===== config.mk =====
export PLATFORM = sky130hd
export DESIGN_NAME = tc_mul_lanes_flat
export DESIGN_NICKNAME = d
export VERILOG_FILES = /design/src/rtl/tc_mul_lanes_pkg.sv /design/src/rtl/tc_mul_lanes_if.sv /design/src/rtl/tc_mul_lanes_stage.sv /design/src/rtl/tc_mul_lanes.sv /design/src/flat_wrapper.sv
export SDC_FILE = /design/constraint.sdc
export NUM_CORES = 2
export LEC_CHECK = 0
export BUFFER_PORTS_ARGS = -buffer_cell sky130_fd_sc_hd__clkbuf_2
export CAP_MARGIN = 5
export CORE_ASPECT_RATIO = 0.6
export CORE_UTILIZATION = 25
export CTS_CLUSTER_SIZE = 25
export DETAILED_ROUTE_END_ITERATION = 12
export PLACE_DENSITY = 0.47
export RECOVER_POWER = 50
export SYNTH_ARGS = -nofsm -noshare
export SYNTH_HDL_FRONTEND = slang
export SYNTH_HIERARCHICAL = 1
export SYNTH_SLANG_ARGS = --single-unit

===== constraint.sdc =====
create_clock -name clk -period 5.3 [get_ports clk]
set_clock_uncertainty 0.2 [all_clocks]
set_input_delay 0.53 -clock clk [delete_from_list [all_inputs] [get_ports clk]]
set_output_delay 0.53 -clock clk [all_outputs]
set_load 0.03 [all_outputs]

===== src/rtl/tc_mul_lanes_pkg.sv =====
// Shared types for the tensor-core multiply stage: sideband layout and operand mode encoding.
package tc_pkg;

    localparam int unsigned CTRL_C_W   = 16;
    localparam int unsigned RM_W       = 3;
    localparam int unsigned REG_IDXW_W = 8;
    localparam int unsigned WARPID_W   = 4;
    localparam int unsigned CTRL_WIDTH = CTRL_C_W + RM_W + REG_IDXW_W + WARPID_W;

    typedef enum logic {
        MODE_UNSIGNED = 1'b0,
        MODE_SIGNED   = 1'b1
    } mode_e;

    typedef struct packed {
        logic [CTRL_C_W-1:0]   ctrl_c;
        logic [RM_W-1:0]       rm;
        logic [REG_IDXW_W-1:0] reg_idxw;
        logic [WARPID_W-1:0]   warpid;
    } ctrl_t;

    function automatic logic [CTRL_WIDTH-1:0] ctrl_pack(input ctrl_t c);
        return CTRL_WIDTH'(c);
    endfunction

    function automatic ctrl_t ctrl_unpack(input logic [CTRL_WIDTH-1:0] v);
        return ctrl_t'(v);
    endfunction

endpackage


===== src/rtl/tc_mul_lanes_if.sv =====
// Operand/result bus between the operand collector, the multiply stage and the accumulator.
interface tc_mul_lanes_if #(
    parameter int unsigned NUM_LANES = 8,
    parameter int unsigned IN_WIDTH  = 8,
    parameter int unsigned STAGES    = 3
);
    import tc_pkg::*;

    localparam int unsigned LANE_W = NUM_LANES * IN_WIDTH;
    localparam int unsigned PROD_W = NUM_LANES * 2 * IN_WIDTH;
    localparam int unsigned SUM_W  = 2 * IN_WIDTH + $clog2(NUM_LANES);
    localparam int unsigned OCC_W  = $clog2(STAGES) + 1;

    logic [LANE_W-1:0]     a_i;
    logic [LANE_W-1:0]     b_i;
    logic                  signed_i;
    logic [NUM_LANES-1:0]  lane_mask_i;
    logic                  reduce_i;
    logic [CTRL_WIDTH-1:0] ctrl_i;
    logic                  in_valid_i;
    logic                  in_ready_o;
    logic                  out_valid_o;
    logic                  out_ready_i;
    logic [PROD_W-1:0]     prod_o;
    logic [SUM_W-1:0]      sum_o;
    logic [CTRL_WIDTH-1:0] ctrl_o;
    logic [NUM_LANES-1:0]  lane_mask_o;
    logic [OCC_W-1:0]      occupancy_o;

    modport master (
        output a_i, b_i, signed_i, lane_mask_i, reduce_i, ctrl_i, in_valid_i, out_ready_i,
        input  in_ready_o, out_valid_o, prod_o, sum_o, ctrl_o, lane_mask_o, occupancy_o
    );

    modport slave (
        input  a_i, b_i, signed_i, lane_mask_i, reduce_i, ctrl_i, in_valid_i, out_ready_i,
        output in_ready_o, out_valid_o, prod_o, sum_o, ctrl_o, lane_mask_o, occupancy_o
    );

endinterface


===== src/rtl/tc_mul_lanes_stage.sv =====
// One valid/ready register slot; loads whenever it is empty or its contents leave this cycle.
module tc_mul_stage #(
    parameter int unsigned W = 1
) (
    input  logic         clk,
    input  logic         rst,
    input  logic         in_valid,
    input  logic [W-1:0] in_data,
    output logic         out_valid,
    input  logic         out_ready,
    output logic [W-1:0] out_data
);

    logic load_c;
    assign load_c = !out_valid || out_ready;

    always_ff @(posedge clk) begin
        if (rst) begin
            out_valid <= 1'b0;
            out_data  <= '0;
        end else if (load_c) begin
            out_valid <= in_valid;
            if (in_valid) begin
                out_data <= in_data;
            end
        end
    end

endmodule


===== src/rtl/tc_mul_lanes.sv =====
// Lane-parallel integer multiplier with masked lanes, optional dot-product reduction and a
// bubble-collapsing pipeline carrying the sideband in lock-step with the products.
module tc_mul_lanes
    import tc_pkg::*;
#(
    parameter int unsigned NUM_LANES = 8,
    parameter int unsigned IN_WIDTH  = 8,
    parameter int unsigned STAGES    = 3
) (
    input  logic         clk,
    input  logic         rst,
    tc_mul_lanes_if.slave bus
);

    localparam int unsigned PW       = 2 * IN_WIDTH;
    localparam int unsigned PROD_W   = NUM_LANES * PW;
    localparam int unsigned SUM_W    = PW + $clog2(NUM_LANES);
    localparam int unsigned OCC_W    = $clog2(STAGES) + 1;
    localparam int unsigned SGN_BIT  = PROD_W;
    localparam int unsigned MASK_LSB = PROD_W + 1;
    localparam int unsigned RED_BIT  = MASK_LSB + NUM_LANES;
    localparam int unsigned CTRL_LSB = RED_BIT + 1;
    localparam int unsigned BUN_W    = CTRL_LSB + CTRL_WIDTH;

    logic              sgn;
    logic [PROD_W-1:0] prod_c;

    assign sgn = (mode_e'(bus.signed_i) == MODE_SIGNED);

    // Operands extended by one bit so one signed multiplier serves both modes.
    for (genvar l = 0; l < NUM_LANES; l++) begin : g_lane
        logic signed [IN_WIDTH:0] ax;
        logic signed [IN_WIDTH:0] bx;
        logic        [PW-1:0]     pw;

        assign ax = {sgn & bus.a_i[(l+1)*IN_WIDTH-1], bus.a_i[(l+1)*IN_WIDTH-1 -: IN_WIDTH]};
        assign bx = {sgn & bus.b_i[(l+1)*IN_WIDTH-1], bus.b_i[(l+1)*IN_WIDTH-1 -: IN_WIDTH]};
        assign pw = PW'(ax) * PW'(bx);
        assign prod_c[l*PW +: PW] = bus.lane_mask_i[l] ? pw : '0;
    end

    logic [STAGES:0]   vld;
    logic [STAGES:0]   rdy;
    logic [BUN_W-1:0]  bun [STAGES+1];

    assign vld[0]      = bus.in_valid_i;
    assign bun[0]      = {bus.ctrl_i, bus.reduce_i, bus.lane_mask_i, sgn, prod_c};
    assign rdy[STAGES] = bus.out_ready_i;

    // A slot can advance unless every slot from it to the output is full and the output stalls.
    for (genvar k = 0; k < STAGES; k++) begin : g_stage
        assign rdy[k] = bus.out_ready_i || !(&vld[STAGES:k+1]);

        tc_mul_stage #(.W(BUN_W)) u_stage (
            .clk       (clk),
            .rst       (rst),
            .in_valid  (vld[k]),
            .in_data   (bun[k]),
            .out_valid (vld[k+1]),
            .out_ready (rdy[k+1]),
            .out_data  (bun[k+1])
        );
    end

    logic [BUN_W-1:0]  fin;
    logic [PROD_W-1:0] prod_q;
    logic              sgn_q;
    logic              red_q;
    logic [SUM_W-1:0]  ext_c;
    logic [SUM_W-1:0]  sum_c;

    assign fin    = bun[STAGES];
    assign prod_q = fin[PROD_W-1:0];
    assign sgn_q  = fin[SGN_BIT];
    assign red_q  = fin[RED_BIT];

    // Reduction over the presented result, each product extended per its captured mode.
    always_comb begin
        ext_c = '0;
        sum_c = '0;
        for (int l = 0; l < NUM_LANES; l++) begin
            ext_c = sgn_q ? SUM_W'($signed(prod_q[l*PW +: PW])) : SUM_W'(prod_q[l*PW +: PW]);
            sum_c = sum_c + ext_c;
        end
        if (!red_q) begin
            sum_c = '0;
        end
    end

    logic             accept_c;
    logic             deliver_c;
    logic [OCC_W-1:0] occ_q;

    assign accept_c  = bus.in_valid_i && rdy[0];
    assign deliver_c = vld[STAGES] && bus.out_ready_i;

    always_ff @(posedge clk) begin
        if (rst) begin
            occ_q <= '0;
        end else if (accept_c && !deliver_c) begin
            occ_q <= occ_q + OCC_W'(1);
        end else if (!accept_c && deliver_c) begin
            occ_q <= occ_q - OCC_W'(1);
        end
    end

    assign bus.in_ready_o  = rdy[0];
    assign bus.out_valid_o = vld[STAGES];
    assign bus.prod_o      = prod_q;
    assign bus.sum_o       = sum_c;
    assign bus.lane_mask_o = fin[RED_BIT-1:MASK_LSB];
    assign bus.ctrl_o      = fin[BUN_W-1:CTRL_LSB];
    assign bus.occupancy_o = occ_q;

endmodule

===== src/flat_wrapper.sv =====
// flat-port wrapper written by rule: the top's interface ports become plain ports
module tc_mul_lanes_flat import tc_pkg::*;
#(
    parameter int unsigned NUM_LANES = 8,
    parameter int unsigned IN_WIDTH  = 8,
    parameter int unsigned STAGES    = 3
)
  (clk, rst, bus_a_i, bus_b_i, bus_signed_i, bus_lane_mask_i, bus_reduce_i, bus_ctrl_i, bus_in_valid_i, bus_out_ready_i, bus_in_ready_o, bus_out_valid_o, bus_prod_o, bus_sum_o, bus_ctrl_o, bus_lane_mask_o, bus_occupancy_o);
  tc_mul_lanes_if #(.NUM_LANES(NUM_LANES), .IN_WIDTH(IN_WIDTH), .STAGES(STAGES)) bus_i ();
  input  logic clk;
  input  logic rst;
  input wire logic [$bits(bus_i.a_i)-1:0] bus_a_i;
  input wire logic [$bits(bus_i.b_i)-1:0] bus_b_i;
  input wire logic [$bits(bus_i.signed_i)-1:0] bus_signed_i;
  input wire logic [$bits(bus_i.lane_mask_i)-1:0] bus_lane_mask_i;
  input wire logic [$bits(bus_i.reduce_i)-1:0] bus_reduce_i;
  input wire logic [$bits(bus_i.ctrl_i)-1:0] bus_ctrl_i;
  input wire logic [$bits(bus_i.in_valid_i)-1:0] bus_in_valid_i;
  input wire logic [$bits(bus_i.out_ready_i)-1:0] bus_out_ready_i;
  output wire logic [$bits(bus_i.in_ready_o)-1:0] bus_in_ready_o;
  output wire logic [$bits(bus_i.out_valid_o)-1:0] bus_out_valid_o;
  output wire logic [$bits(bus_i.prod_o)-1:0] bus_prod_o;
  output wire logic [$bits(bus_i.sum_o)-1:0] bus_sum_o;
  output wire logic [$bits(bus_i.ctrl_o)-1:0] bus_ctrl_o;
  output wire logic [$bits(bus_i.lane_mask_o)-1:0] bus_lane_mask_o;
  output wire logic [$bits(bus_i.occupancy_o)-1:0] bus_occupancy_o;
  assign bus_i.a_i = bus_a_i;
  assign bus_i.b_i = bus_b_i;
  assign bus_i.signed_i = bus_signed_i;
  assign bus_i.lane_mask_i = bus_lane_mask_i;
  assign bus_i.reduce_i = bus_reduce_i;
  assign bus_i.ctrl_i = bus_ctrl_i;
  assign bus_i.in_valid_i = bus_in_valid_i;
  assign bus_i.out_ready_i = bus_out_ready_i;
  assign bus_in_ready_o = bus_i.in_ready_o;
  assign bus_out_valid_o = bus_i.out_valid_o;
  assign bus_prod_o = bus_i.prod_o;
  assign bus_sum_o = bus_i.sum_o;
  assign bus_ctrl_o = bus_i.ctrl_o;
  assign bus_lane_mask_o = bus_i.lane_mask_o;
  assign bus_occupancy_o = bus_i.occupancy_o;
  tc_mul_lanes #(.NUM_LANES(NUM_LANES), .IN_WIDTH(IN_WIDTH), .STAGES(STAGES)) u_core (.clk(clk), .rst(rst), .bus(bus_i));
endmodule

; ---- Yosys cells after proc, flatten, opt, wreduce, memory -nomap -nowiden
; Cells that the tools add are included.
[classes]
n_addsub = 9
n_mul = 8
mux = 19
bitwise = 16
n_reduce_logical = 22
[op_table]
columns = op, n
row1 = 19-bit 2-to-1 mux, 9
row2 = 19-bit adder, 7
row3 = 9-bit by 9-bit multiplier with 16-bit output, 8
row4 = 16-bit 2-to-1 mux, 8
row5 = 1-bit bitwise AND, 16
row6 = 2-bit AND reduction, 4
row7 = 1-bit zero test, 7
row8 = 3-bit 2-to-1 mux, 2
row9 = 1-bit logical OR, 5
row10 = 1-bit logical AND, 4
row11 = 3-bit by 1-bit adder with 3-bit output (second input constant), 1
row12 = 3-bit AND reduction, 1
row13 = 3-bit by 1-bit subtractor with 3-bit output (second input constant), 1
row14 = 2-bit nonzero test, 1
[totals]
ff_bits = 513
in_bits = 173
out_inout_bits = 191
word_cells = 81

; ---- Depth between registers and ports, before layout
[depth]
word_depth = 9
ltp_mapped = 21
mapped_depth_nobuf = 20

; ---- By module
; The synthesis kept the hierarchy.
[by_module_without_submodules]
columns = mod, n_inst, cells_each, area_per_inst_um2, seq_area_each_um2
row1 = tc_mul_lanes, 1, 2867, 25685.9, 60.1
row2 = tc_mul_stage, 3, 738, 7609.8, 3403.3

; ---- Least setup slack after synthesis
; No wires, ideal clock.
[synth_path]
kind = reg-to-output
start = reg u_core.g_stage[2].u_stage.out_data[50]
end = out bus_sum_o[12]
arrival_ps = 4883
t_required_ps = 4570
slack_ps = -313
stages_incl_launch_ff = 15
n_path_buf = 0
cell_sequence = dfxtp_1 -> inv_1 -> fa_1 -> inv_1 -> fa_1 -> fa_1 -> fa_1 -> ha_1 -> fa_1 -> a211oi_1 -> o21ai_1 -> a21oi_1 -> nor2b_1 -> and3_1 -> nor3_1
[synth_via]
elab_chain_cells = 7
[synth_rtl]
columns = element, line
row1 = from (decl), tc_mul_lanes_stage.sv:11  ; output logic [W-1:0] out_data
row2 = from (signal assigned), tc_mul_lanes_stage.sv:24  ; out_data <= in_data;
row3 = 19-bit 2-to-1 mux, tc_mul_lanes.sv:82  ; ext_c = sgn_q ? SUM_W'($signed(prod_q[l*PW +: PW])) : SUM_W'(prod_q[l*PW +: PW]);
row4 = 19-bit adder (5 in a row), tc_mul_lanes.sv:83  ; sum_c = sum_c + ext_c;
row5 = 19-bit 2-to-1 mux, tc_mul_lanes.sv:85  ; if (!red_q) begin
row6 = to (decl), flat_wrapper.sv:23  ; output wire logic [$bits(bus_i.sum_o)-1:0] bus_sum_o;
; No other way between the ends.

; ---- Worst setup path after layout
[layout_path]
start = reg u_core.g_stage[2].u_stage.out_data[61]
end = out bus_sum_o[18]
; The elaborated chain is that of the path after synthesis.

==> flow_summary.json <==
{
  "status": "finished with violations",
  "violations": "capacitance limit, slew limit, setup timing",
  "fin_cells": 8359,
  "avgViaCountPerCell": 4.15,
  "criticalPathCategory": "flip-flop to output port",
  "dr.pass1.iters": 5,
  "r2r_setup_slack_ns": 0.48,
  "ys_seq_area_share_pct": 21.2,
  "p_per_area_nw_per_um2": 349,
  "timing.final.ws_setup_ns": -0.499,
  "hold_violations": 0,
  "power.leakage_nw": 25.7,
  "clockRootBuffer": "clkbuf_16",
  "clock_latency_ns": 0.68,
  "cp-start-kind": "flip-flop",
  "cp_slowest_stage_delay_ns": 0.56,
  "layout-drive-gt1-share_pct": 14.7,
  "grt-ovfl-total": 0,
  "num_rows": 124,
  "fmax_mhz": 172,
  "cts_made_buffers": 57,
  "detail_route.wirelength_um": 146000,
  "gp_congestion": 0.881,
  "maxCapViolations": 5,
  "crit-reg2reg-launch": "u_core/g_stage[2].u_stage/out_valid",
  "worstHoldPathCells": 3,
  "drtIter0Drc": 1789,
  "synth_top_area_share_pct": 25.1,
  "synth_largest_area_cell": "fa_1",
  "cp_data_required_time_ns": 4.57,
  "cts_tree": "done",
  "final-max-slew-violation-count": 582,
  "rsz0062_at_grt": "yes",
  "crit_fanout": 3,
  "io-pin-count": 364,
  "r2r_end": "u_core/g_stage[1].u_stage/out_data[84]",
  "clkTransAtPathRegs_ns": 0.06,
  "syn_to_final_growth_pct": 19.6,
  "yosys-top-cells-area": "fa_1, dfxtp_1, nand2b_1, mux2i_1, ha_1",
  "syn_nets": 6146,
  "worstHoldEndpoint": "u_core/g_stage[0].u_stage/out_data[133]",
  "die_y_um": 343,
  "wl_per_cell_um": 17.4,
  "ff2ff_path_depth": 5,
  "synth_warnings": 6,
  "place_inst": 8216,
  "core_area_um2": 192000,
  "num-nets-final": 6797,
  "ys_ff_latch": 513,
  "postSynthCellCount": 5081,
  "async_flop_share_pct": 0,
  "synth_edf_count": 0,
  "grtUsageTotal_pct": 14.8,
  "total_power_mw": 20.2,
  "ys_dominant_reg_cell": "dfxtp_1",
  "synth_area_um2": 48500,
  "worst_path_dominant_cell_family": "adder cells",
  "period_needed_ns": 5.80,
  "port_buffers": 363,
  "hp-start": "bus_lane_mask_i[4]",
  "peakVddDrop_mv": 0.253,
  "setup_tns_ns": -4.57,
  "path_buf_inv": 3,
  "worst_pin_slew_ns": 3.03,
  "end_kind": "output port",
  "hold_class": "input pin to flip-flop",
  "start_util_pct": 25.3,
  "die_w_um": 571,
  "grt_antenna_before_repair": 4,
  "cts_max_level": 2,
  "dr_total_vias": 34700,
  "yosysUniqueCellTypes": 47,
  "cp_data_arrival_time_ns": 5.07,
  "place_hpwl_um": 119000,
  "path_cells": "fa_2, fa_1, inv_1, fa_1, inv_1, fa_1, ha_1, and4_4, a221o_1, a31oi_4, a21oi_2, or3_1, and3_4, clkbuf_8",
  "grt_pass1_vias": 35800,
  "numClockSinks": 513,
  "cpMostUsedCell": "fa_1",
  "dieArea_um2": 196000,
  "finalCritPeriodShare_pct": 109,
  "slowest_stage": "fa_1",
  "holdWs_ns": 0.0468,
  "cts_buffer_depth": 3,
  "avgSynthCellArea_um2": 9.55,
  "setup_violations": 14,
  "ant_nets": 0,
  "grt_pass1_wl_um": 223000,
  "relSlewSlack_pct": -102,
  "grt_max_degree": 195,
  "drc_errors": 0,
  "final_util_pct": 30.3
}
==> layout make-up <==
class                   instances  area, µm²
fillers                     20300     134000
clock buffers                  82       1650
well taps                    2583       3230
multi-input cells            3669      34700
repair buffers                825       5340
clock inverters                18        275
flip-flops and latches        513      10300
diodes                          3       7.51
inverters                     666       2500
==> per-layer routing <==
metal	vias to the layer above	GRT usage (%)	share of wire [%]
met5	-	0	0.0082
met4	2	2.44	1.7
met3	109	1.87	3.8
met2	546	21.6	41
met1	17000	23.2	53
li1	17000	-	-
==> worst min-delay path: stages <==
cell	delay [ns]
clkbuf_2	0.15
nand2b_1	0.09
mux2i_1	0.06
==> worst max path at each step <==
| stage | startpoint | end | slack [ns] | cells past startpoint |
|---|---|---|---|---|
| after floorplan | bus_signed_i | u_core/g_stage[0].u_stage/out_data[31] | -0.008 | 20 |
| after global placement | u_core/g_stage[2].u_stage/out_data[1] | bus_sum_o[18] | -0.50 | 15 |
| after detailed placement | u_core/g_stage[2].u_stage/out_data[1] | bus_sum_o[18] | -0.47 | 15 |
| after CTS | u_core/g_stage[2].u_stage/out_data[35] | bus_sum_o[17] | -0.60 | 15 |
| after global routing | u_core/g_stage[2].u_stage/out_data[4] | bus_sum_o[17] | -0.66 | 15 |
| final | u_core/g_stage[2].u_stage/out_data[61] | bus_sum_o[18] | -0.50 | 14 |
==> metrics by stage <==
| step | instance area [µm²] | setup slack (ns) |
|---|---|---|
| final | 58000 | -0.499 |
| after global routing | 58000 | -0.657 |
| after CTS | 58200 | -0.604 |
| after detailed placement | 55600 | -0.473 |
| after global placement | 55600 | -0.500 |
| after floorplan | 48600 | -0.00770 |
==> sequential cells by signal, summed over array words and instances, names as in the netlist <==
register	cells
u_core/bus.occupancy_o	3
u_core/g_stage.u_stage/out_data	507
u_core/g_stage.u_stage/out_valid	3
==> placed cells by master, fill, tap and decap left out, types with 9 or more instances in the layout <==
cell type	netlist	routed
a211oi_1	20	19
a21o_1	41	41
a21oi_1	50	46
a31oi_1	12	10
and2_1	382	377
and3_1	19	16
buf_12	0	9
buf_4	18	409
clkbuf_1	164	186
clkbuf_16	0	58
clkbuf_2	0	183
clkbuf_8	0	17
dfxtp_1	513	476
dfxtp_2	0	31
dlygate4sd3_1	0	33
fa_1	608	592
fa_2	0	16
ha_1	284	275
inv_1	664	642
inv_2	0	22
mux2i_1	510	510
nand2_1	290	289
nand2b_1	1020	1020
nor2_1	124	121
nor2b_1	10	9
nor3_1	10	9
o21a_1	10	10
o21ai_0	26	26
o21ai_1	22	19
o21bai_1	9	9
or2_2	23	23
xnor2_1	109	109
xor2_1	33	33
==> cells by family (layout without fill, tap and decap cells) <==
| family | count (synthesis) | in the layout | share of synthesized area [%] |
|---|---|---|---|
| other | 0 | 3 | 0 |
| adder cells (fa/ha/maj) | 892 | 892 | 32.4 |
| AND/OR/NAND/NOR | 1904 | 1904 | 22.4 |
| XOR/XNOR | 142 | 142 | 2.56 |
| flip-flops | 513 | 513 | 21.2 |
| AO/OA/AOI/OAI | 221 | 221 | 2.96 |
| buffers and inverters | 899 | 1591 | 7.98 |
| multiplexers | 510 | 510 | 10.5 |
==> what timing repair did <==
action	4_1_cts	5_1_grt
endpoints found under the setup margin	16	15
hold buffers	33	0
pin swaps	30	32
buffers inserted	4	3
hold endpoints to repair	33	0
resized for setup	104	46
==> where the power goes <==
group	total (mW)	internal (mW)	switching [mW]
clock	4.19	2.41	1.79
sequential	4.49	4.24	0.247
combinational	11.6	5.82	5.74
==> synthesized netlist by cell type (10+ instances only) <==
cell type	number
nor2_1	124
ha_1	284
buf_4	18
and3_1	19
fa_1	608
o21ai_1	22
clkbuf_1	164
nor2b_1	10
or2_2	23
dfxtp_1	513
o21ai_0	26
and2_1	382
a21o_1	41
nand2_1	290
mux2i_1	510
buf_2	12
a21oi_1	50
a31oi_1	12
o21a_1	10
nor3_1	10
inv_1	664
xnor2_1	109
xor2_1	33
nand2b_1	1020
buf_8	33
a211oi_1	20
No activity file was read; power rests on OpenSTA's default activity.
